$ cat config.mk
export PLATFORM = sky130hd
export DESIGN_NAME = imm_extend_unit
export DESIGN_NICKNAME = d
export VERILOG_FILES = /design/src/rtl/imm_pkg.sv /design/src/rtl/imm_ext_core.sv /design/src/rtl/imm_extend_unit.sv
export SDC_FILE = /design/constraint.sdc
export NUM_CORES = 1
export LEC_CHECK = 0
export BUFFER_PORTS_ARGS = -buffer_cell sky130_fd_sc_hd__buf_2
export CAP_MARGIN = 20
export CORE_MARGIN = 2
export CORE_UTILIZATION = 57
export CTS_CLUSTER_DIAMETER = 40
export CTS_CLUSTER_SIZE = 25
export DETAILED_ROUTE_END_ITERATION = 8
export GPL_ROUTABILITY_DRIVEN = 0
export PLACE_DENSITY = 0.84
export REMOVE_ABC_BUFFERS = 1
export SYNTH_ARGS = -nofsm -noshare
export SYNTH_HDL_FRONTEND = slang
export SYNTH_SLANG_ARGS = --single-unit
$ cat constraint.sdc
create_clock -name clk -period 4.4 [get_ports clk]
set_input_delay 0.44 -clock clk [delete_from_list [all_inputs] [get_ports clk]]
set_output_delay 0.44 -clock clk [all_outputs]
set_load 0.03 [all_outputs]
$ cat src/rtl/imm_pkg.sv
`default_nettype none
// ============================================================================
// Module      : imm_pkg
// Description : Shared definitions for the immediate extend unit: the mode
//               encoding driven by the decoder and the prefix FSM states.
// Revision    : 1.0 - initial release
// ============================================================================
package imm_pkg;

  // Mode encoding on the mode port. Codes 5..7 are reserved and decode as SEXT.
  localparam logic [2:0] IMM_SEXT   = 3'd0;
  localparam logic [2:0] IMM_ZEXT   = 3'd1;
  localparam logic [2:0] IMM_SHL1   = 3'd2;
  localparam logic [2:0] IMM_LUI    = 3'd3;
  localparam logic [2:0] IMM_PREFIX = 3'd4;

  // NOPFX: no upper bits pending. PFX: a PREFIX op has loaded the prefix
  // register and the next non-PREFIX immediate consumes it.
  typedef enum logic [0:0] {
    ST_NOPFX = 1'b0,
    ST_PFX   = 1'b1
  } pfx_state_t;

endpackage
`default_nettype wire

$ cat src/rtl/imm_ext_core.sv
`default_nettype none
// ============================================================================
// Module      : imm_ext_core
// Description : Purely combinational datapath of the immediate extend unit.
//               Masks the variable-width field, applies sign/zero fill or
//               merges a pending prefix, then applies SHL1 / LUI shaping.
// Ports       : imm_i      - raw field, LSB-aligned
//               field_w    - active field width (0 means IN_W)
//               mode       - operation code (see imm_pkg)
//               pfx_active - a prefix is pending
//               pfx_val    - pending prefix bits
//               result     - extended immediate
//               ovf        - SHL1 shifted out a significant bit
// Revision    : 1.0 - initial release
// ============================================================================
module imm_ext_core
  import imm_pkg::*;
#(
  parameter  int DATA_W = 16,
  parameter  int IN_W   = 8,
  localparam int PFX_W  = DATA_W - IN_W,
  localparam int FW_W   = $clog2(IN_W + 1)
) (
  input  logic [IN_W-1:0]   imm_i,
  input  logic [FW_W-1:0]   field_w,
  input  logic [2:0]        mode,
  input  logic              pfx_active,
  input  logic [PFX_W-1:0]  pfx_val,
  output logic [DATA_W-1:0] result,
  output logic              ovf
);

  localparam logic [FW_W-1:0] FW_MAX = FW_W'(IN_W);

  logic [FW_W-1:0]   w_fw_eff;
  logic [IN_W-1:0]   w_keep_mask;
  logic [IN_W-1:0]   w_sign_sel;
  logic [IN_W-1:0]   w_masked;
  logic              w_sign_bit;
  logic              w_fill_bit;
  logic [DATA_W-1:0] w_ext;

  always_comb begin
    // Width 0 selects the full field; out-of-range widths saturate to IN_W.
    w_fw_eff    = ((field_w == '0) || (field_w > FW_MAX)) ? FW_MAX : field_w;
    // Ones below the effective width; a shift by IN_W yields an all-ones mask.
    w_keep_mask = ~({IN_W{1'b1}} << w_fw_eff);
    // One-hot select of bit fw-1 avoids a variable part-select on imm_i.
    w_sign_sel  = IN_W'(1) << (w_fw_eff - 1'b1);
    w_masked    = imm_i & w_keep_mask;
    w_sign_bit  = |(imm_i & w_sign_sel);
    w_fill_bit  = (mode == IMM_ZEXT) ? 1'b0 : w_sign_bit;

    if (pfx_active) begin
      // Prefix supplies every bit above the field; the field is zero-filled
      // up to IN_W so the two halves concatenate cleanly.
      w_ext = {pfx_val, w_masked};
    end else begin
      w_ext = {{PFX_W{w_fill_bit}}, w_masked | ({IN_W{w_fill_bit}} & ~w_keep_mask)};
    end

    result = w_ext;
    ovf    = 1'b0;
    case (mode)
      IMM_SHL1: begin
        result = {w_ext[DATA_W-2:0], 1'b0};
        // The new MSB differs from the old one: the signed value changed.
        ovf    = w_ext[DATA_W-1] ^ w_ext[DATA_W-2];
      end
      IMM_LUI: begin
        result = {imm_i, {PFX_W{1'b0}}};
      end
      default: begin
      end
    endcase
  end

endmodule
`default_nettype wire

$ cat src/rtl/imm_extend_unit.sv
`default_nettype none
// ============================================================================
// Module      : imm_extend_unit
// Description : Registered, valid/ready immediate generator between the
//               decoder and the ALU operand mux. Supports SEXT, ZEXT, SHL1,
//               LUI and PREFIX (two-instruction full-width constants).
// Ports       : clk, rst_n (async active-low), flush (sync clear)
//               in_valid/in_ready   - request handshake
//               imm_i, field_w, mode - request payload
//               out_valid/out_ready - result handshake
//               imm_o, ovf_o         - result payload (qualified by out_valid)
// Revision    : 1.0 - initial release
// ============================================================================
module imm_extend_unit
  import imm_pkg::*;
#(
  parameter  int DATA_W = 16,
  parameter  int IN_W   = 8,
  localparam int PFX_W  = DATA_W - IN_W,
  localparam int FW_W   = $clog2(IN_W + 1)
) (
  input  logic              clk,
  input  logic              rst_n,
  input  logic              flush,
  input  logic              in_valid,
  output logic              in_ready,
  input  logic [IN_W-1:0]   imm_i,
  input  logic [FW_W-1:0]   field_w,
  input  logic [2:0]        mode,
  output logic              out_valid,
  input  logic              out_ready,
  output logic [DATA_W-1:0] imm_o,
  output logic              ovf_o
);

  pfx_state_t        r_state;
  logic [PFX_W-1:0]  r_pfx;
  logic [PFX_W-1:0]  w_pfx_load;
  logic [DATA_W-1:0] w_result;
  logic              w_ovf;
  logic              w_accept;

  // The output register can take new data whenever it is empty or is being
  // drained this cycle, giving full throughput under continuous flow.
  assign in_ready = !out_valid || out_ready;
  assign w_accept = in_valid && in_ready;

  // Prefix payload: zero-extend or truncate the raw field to PFX_W.
  if (PFX_W > IN_W) begin : g_pfx_zext
    assign w_pfx_load = {{(PFX_W - IN_W){1'b0}}, imm_i};
  end else begin : g_pfx_trunc
    assign w_pfx_load = imm_i[PFX_W-1:0];
  end

  imm_ext_core #(
    .DATA_W (DATA_W),
    .IN_W   (IN_W)
  ) u_core (
    .imm_i      (imm_i),
    .field_w    (field_w),
    .mode       (mode),
    .pfx_active (r_state == ST_PFX),
    .pfx_val    (r_pfx),
    .result     (w_result),
    .ovf        (w_ovf)
  );

  always_ff @(posedge clk or negedge rst_n) begin
    if (!rst_n) begin
      r_state   <= ST_NOPFX;
      r_pfx     <= '0;
      out_valid <= 1'b0;
      imm_o     <= '0;
      ovf_o     <= 1'b0;
    end else if (flush) begin
      // Flush wins over a same-cycle request, which is silently dropped.
      r_state   <= ST_NOPFX;
      r_pfx     <= '0;
      out_valid <= 1'b0;
    end else if (w_accept && (mode == IMM_PREFIX)) begin
      // No result is produced; a result already held only leaves via drain.
      r_state   <= ST_PFX;
      r_pfx     <= w_pfx_load;
      out_valid <= out_valid && !out_ready;
    end else if (w_accept) begin
      // Every non-PREFIX op consumes (LUI discards) any pending prefix.
      r_state   <= ST_NOPFX;
      r_pfx     <= '0;
      out_valid <= 1'b1;
      imm_o     <= w_result;
      ovf_o     <= w_ovf;
    end else if (out_ready) begin
      out_valid <= 1'b0;
    end
  end

endmodule
`default_nettype wire
Word level (Yosys, flattened, before mapping)
Cells that the tools add are included.

Register bits: 27. Bits of input ports: 20. Output and inout port bits: 19. Logic and storage cells: 49.

Add/sub/neg operators: 1. $lt $le $gt $ge: 1. Equal/unequal tests: 4. Shift operators: 2. Multiplexer cells: 15. Bitwise logic cells: 9. Reductions and logical operators: 12.

Operators with widths (count): 16-bit case mux with 2 select lines (1); 8-bit AND (3); 8-bit two-way mux (3); 16-bit two-way mux (1); 8-bit inverter (2); 1-bit two-way mux (9); 8-bit bitwise OR (1); 8-bit OR reduction (1); 1-bit by 4-bit << shifter with 8-bit output, first input constant (1); 8-bit by 4-bit << shifter with 8-bit output, first input constant (1); 3-bit by 2-bit == test with 1-bit output, second input constant (2); 4-bit > comparator, second input constant (1); 4-bit logical NOT (1); 4-bit two-way mux (1); 4-bit nonzero test (1); 4-bit by 1-bit subtractor with 4-bit output, second input constant (1); 3-bit by 1-bit == test with 1-bit output, second input constant (1); 3-bit == test, second input constant (1); 1-bit logical AND (3); 3-bit AND reduction (1); 3-bit nonzero test (1); 1-bit logical NOT (2); 1-bit logical OR (2); 1-bit inverter (2); 1-bit bitwise XOR (1).

Longest topological paths before layout
Depth after elaboration: 13. Gate-level depth with buffers: 12. Mapped depth without buffers: 9.

Hierarchy
From an unflattened synthesis, not the netlist that was laid out.

Cells, all modules: 182. Area total of the unflattened synthesis: 1776.7 µm².

Modules (own cells, without submodules): imm_extend_unit (instances 1, cells an instance 62, area each 1068.5 µm², sequential area each 675.6 µm²); imm_ext_core (instances 1, cells an instance 120, area each 708.2 µm², sequential area each 0.0 µm²).

Worst setup path after synthesis
OpenSTA, ideal clock, no wires.

Path type: input -> register. Start: input field_w[3]. End: register imm_o[8]. Library setup time: 135 ps. Data arrival time: 1958 ps. Required time: 4265 ps. Slack: 2308 ps. Stages on the path: 10. Buffers on the path: 3. Path through: buf_2 -> nand2b_1 -> ha_1 -> a21oi_1 -> o21ai_1 -> o221a_1 -> buf_6 -> buf_6 -> a211oi_2 -> o22ai_1.

Longest elaborated chain between the ends: 12. Elaborated cells between the ends (all ways): 17. Classes of those cells: add/sub (1); order compare (1); shift (2); mux (4); bitwise (6); reduce/logical (3).

RTL lines: from (decl) (line imm_extend_unit.sv:28) `input logic [FW_W-1:0] field_w,`; 4-bit > comparator / 4-bit logical NOT (equally long branches) (line imm_ext_core.sv:45) `w_fw_eff = ((field_w == '0) || (field_w > FW_MAX)) ? FW_MAX : field_w;`; 1-bit logical OR (line imm_ext_core.sv:45); 4-bit two-way mux (*) (line imm_ext_core.sv:45); 4-bit by 1-bit subtractor with 4-bit output (line imm_ext_core.sv:49) `w_sign_sel = IN_W'(1) << (w_fw_eff - 1'b1);`; 1-bit by 4-bit << shifter with 8-bit output (line imm_ext_core.sv:49); 8-bit AND (line imm_ext_core.sv:51) `w_sign_bit = |(imm_i & w_sign_sel);`; 8-bit OR reduction (line imm_ext_core.sv:51); 1-bit two-way mux (line imm_ext_core.sv:52) `w_fill_bit = (mode == IMM_ZEXT) ? 1'b0 : w_sign_bit;`; 8-bit AND (line imm_ext_core.sv:59) `w_ext = {{PFX_W{w_fill_bit}}, w_masked | ({IN_W{w_fill_bit}} & ~w_keep_mask)};`; 8-bit bitwise OR (line imm_ext_core.sv:59); 16-bit two-way mux (*) (line imm_ext_core.sv:54) `if (pfx_active) begin`; 16-bit case mux with 2 select lines (*) (line imm_ext_core.sv:64) `case (mode)`; to (signal assigned) (line imm_extend_unit.sv:90) `imm_o <= w_result;`; to (decl) (line imm_extend_unit.sv:32) `output logic [DATA_W-1:0] imm_o,`.

Every way passes the cells marked *; elsewhere a longest branch is shown, timed or not. A chain may end at the register's enable or synchronous reset.

Worst setup path in the final report
Start: input field_w[1]. End: register imm_o[7].

Same word-level chain as after synthesis.

==> metrics.cfg <==
[routing]
route.vias.total=1570
ant_nets=0
vias_per_cell=6.57
wirelength_microns=4060
drc_errors=0
drtPass1Iterations=4
drt_first_iter_violations=47
wl_per_cell_microns=17.0

[timing]
post-route-period-util=0.502
maxSlewViolCount=0
max_freq_mhz=453
worst_slew_pin_slew_ps=751
hold_ws_ps=78.0
hold_viol=0
rsz0062_at_grt=no
setup_viol=0
period_minus_slack_ps=2210
tns_ps=0
max_slew_margin=0.499
fin_skew_ps=6.92

[global_routing]
grt_overflow=0
grt_use_total=0.272
grt_max_degree=28
antenna_found_initial=0
grt_pass1_vias=1479
grt_pass1_wl_microns=7020

[power]
p_int_uw=391
switching_power_uw=257
swShare=0.396
power_density_mw_per_mm2=351
ir_drop_v=0.000323
p_leak_uw=0.000866
power.clock.fraction=0.176
share_comb_of_total_power=0.360
seqPwrFrac=0.464

[critical_path]
cpMaxStageDelayCell=o221a_1
rr_worst_depth=4
crit_fanout=18
cp_top_family=compound AO/OA/AOI/OAI gates
end_kind=register
crit_type=in2reg
worstPathArrival_ps=2460
critPathLaunchType=input pin
worst_path_largest_cell_delay_ps=650
cp_num_buf_inv=2
crit_required_ps=4650
rr_startpoint=r_state
reg2reg_slack_ps=2270
r2r-end=imm_o[7]
path_cells=buf_2 > nor2_2 > nor2_4 > inv_2 > ha_1 > a21bo_1 > o221a_1 > mux2i_1 > o221ai_1

[finish]
layout-drive-gt1-share=0.240
mostFrequentLayoutCell=buf_2
layout.nets=231
diodes=0
layout_common_cells=38 x buf_2, 27 x dfrtp_1, 20 x nand2_1
final_cell_area_sq_mm=0.00185
synthToLayoutAreaGrowth_pct=11.3

[clock_network]
cts.sink_count=27
cts_root_buf=clkbuf_4
worstSkewPairLatency_ps=340
ctsHoldBuffers=0
cts_made_buffers=3
cts_tree=yes
post_cts_buffers=0
clk_pin_slew_worst_paths_ps=150
cts_resized=0
htree_levels=1
cts_max_path_buffers=2

[synthesis]
yosysWarnings=0
postSynthAreaPerCell_sq_um=9.31
ys_seq_area_frac=0.408
syn-cell-area_sq_mm=0.00166
synth_cells=178
ys_ff_latch=27
ys_types=44

[placement]
placed_area_sq_mm=0.00182
hpwlAfterDp_microns=2910
io_buffers=38

[floorplanning]
rows=19
num_io_pins=39
dieArea_sq_mm=0.00336
start_util=0.601
fp.coreArea_sq_mm=0.00276
die_w_microns=57.9
fp.dieH_microns=57.9

[run]
maxCapViolCount=0

[outcome]
outcome=finished clean

[worst_hold_path]
hold_path_class=in2async

-- flip-flops by register name, summed over array words and instances (netlist names) --
name	cells
imm_o	16
out_valid	1
r_state	1
ovf_o	1
r_pfx	8
-- power groups by stage --
stage                     sequential (uW)  clock, uW  combinational, uW
after floorplan                       371          0               85.4
after global placement                303          0                229
after detailed placement              305          0                234
after CTS                             301        118                234
after global routing                  305        123                255
final                                 300        114                233
-- worst max path at each step --
stage	depth (start not counted)	startpoint	slack, ps	end
finish	9	field_w[1]	2190	imm_o[7]
global route	9	field_w[1]	2050	imm_o[6]
CTS	9	field_w[1]	2200	imm_o[7]
detailed placement	9	field_w[1]	1820	imm_o[6]
global placement	9	field_w[1]	1910	imm_o[6]
floorplan	5	out_valid	2180	imm_o[4]
-- worst reg2reg max path: cells and delay by family, from the launching register on --
family	cells	cell delay [ps]
mux	1	250
compound gates	3	1160
flops	1	620
-- synth_stat cells (all sizes together) --
master  instances  area [sq um]
or3b            1          8.76
inv             3          11.3
o221ai          5          43.8
ha              2          25.0
a22o            8          70.1
o21ai          11          55.1
buf             7          56.3
nand3           1          5.00
nor2b           1          6.26
nand2b          5          31.3
mux2i           9          90.1
a311oi          1          8.76
a221oi          5          43.8
o211ai          1          7.51
nand2          20          75.1
nor3            4          20.0
dfrtp          27           676
o22ai           7          43.8
a21bo           1          10.0
and3            1          6.26
nand4b          2          17.5
xnor2           1          8.76
nor2           14          62.6
and4b           1          10.0
clkbuf          6          22.5
nand3b          3          22.5
nor4b           1          8.76
and2            1          6.26
nor3b           1          7.51
a211oi          4          50.1
or4b            1          10.0
a21oi          16          80.1
o221a           1          11.3
a22oi           1          7.51
or3             1          6.26
a21o            2          15.0
xor2            1          8.76
and4            1          8.76
-- logic make-up (layout without fill, tap and decap cells) --
logic type / after synthesis / in the layout / synth area share
AO/OA/AOI/OAI: 63 / 63 / 0.269
AND/OR/NAND/NOR: 59 / 59 / 0.189
flip-flops: 27 / 27 / 0.408
buffers and inverters: 16 / 46 / 0.0543
multiplexers: 9 / 9 / 0.0543
adder cells (fa/ha/maj): 2 / 2 / 0.0151
XOR/XNOR: 2 / 2 / 0.0106
-- routing by layer --
| layer | up-vias | wire length (microns) | GRT usage |
|---|---|---|---|
| met1 | 755 | 1690 | 0.346 |
| met3 | 13 | 386 | 0.0759 |
| li1 | 731 | - | - |
| met5 | - | 0 | 0 |
| met4 | 0 | 101 | 0.103 |
| met2 | 71 | 1880 | 0.443 |
-- metrics by stage --
step	instances	worst slack, ps	utilization	total power [uW]
CTS	239	2200	0.669	653
floorplan	165	2180	-	457
finish	239	2190	0.669	648
global route	239	2050	0.669	683
global placement	235	1910	0.658	533
detailed placement	235	1820	0.658	539
-- cell type report --
class	count	area [sq um]
multi-input combinational	135	892
tap	31	38.8
clock buffer	3	22.5
clock inverter	1	7.51
timing repair buffer	39	198
inverter	3	11.3
fill	246	912
sequential	27	676
(Power assumes the default switching activity.)
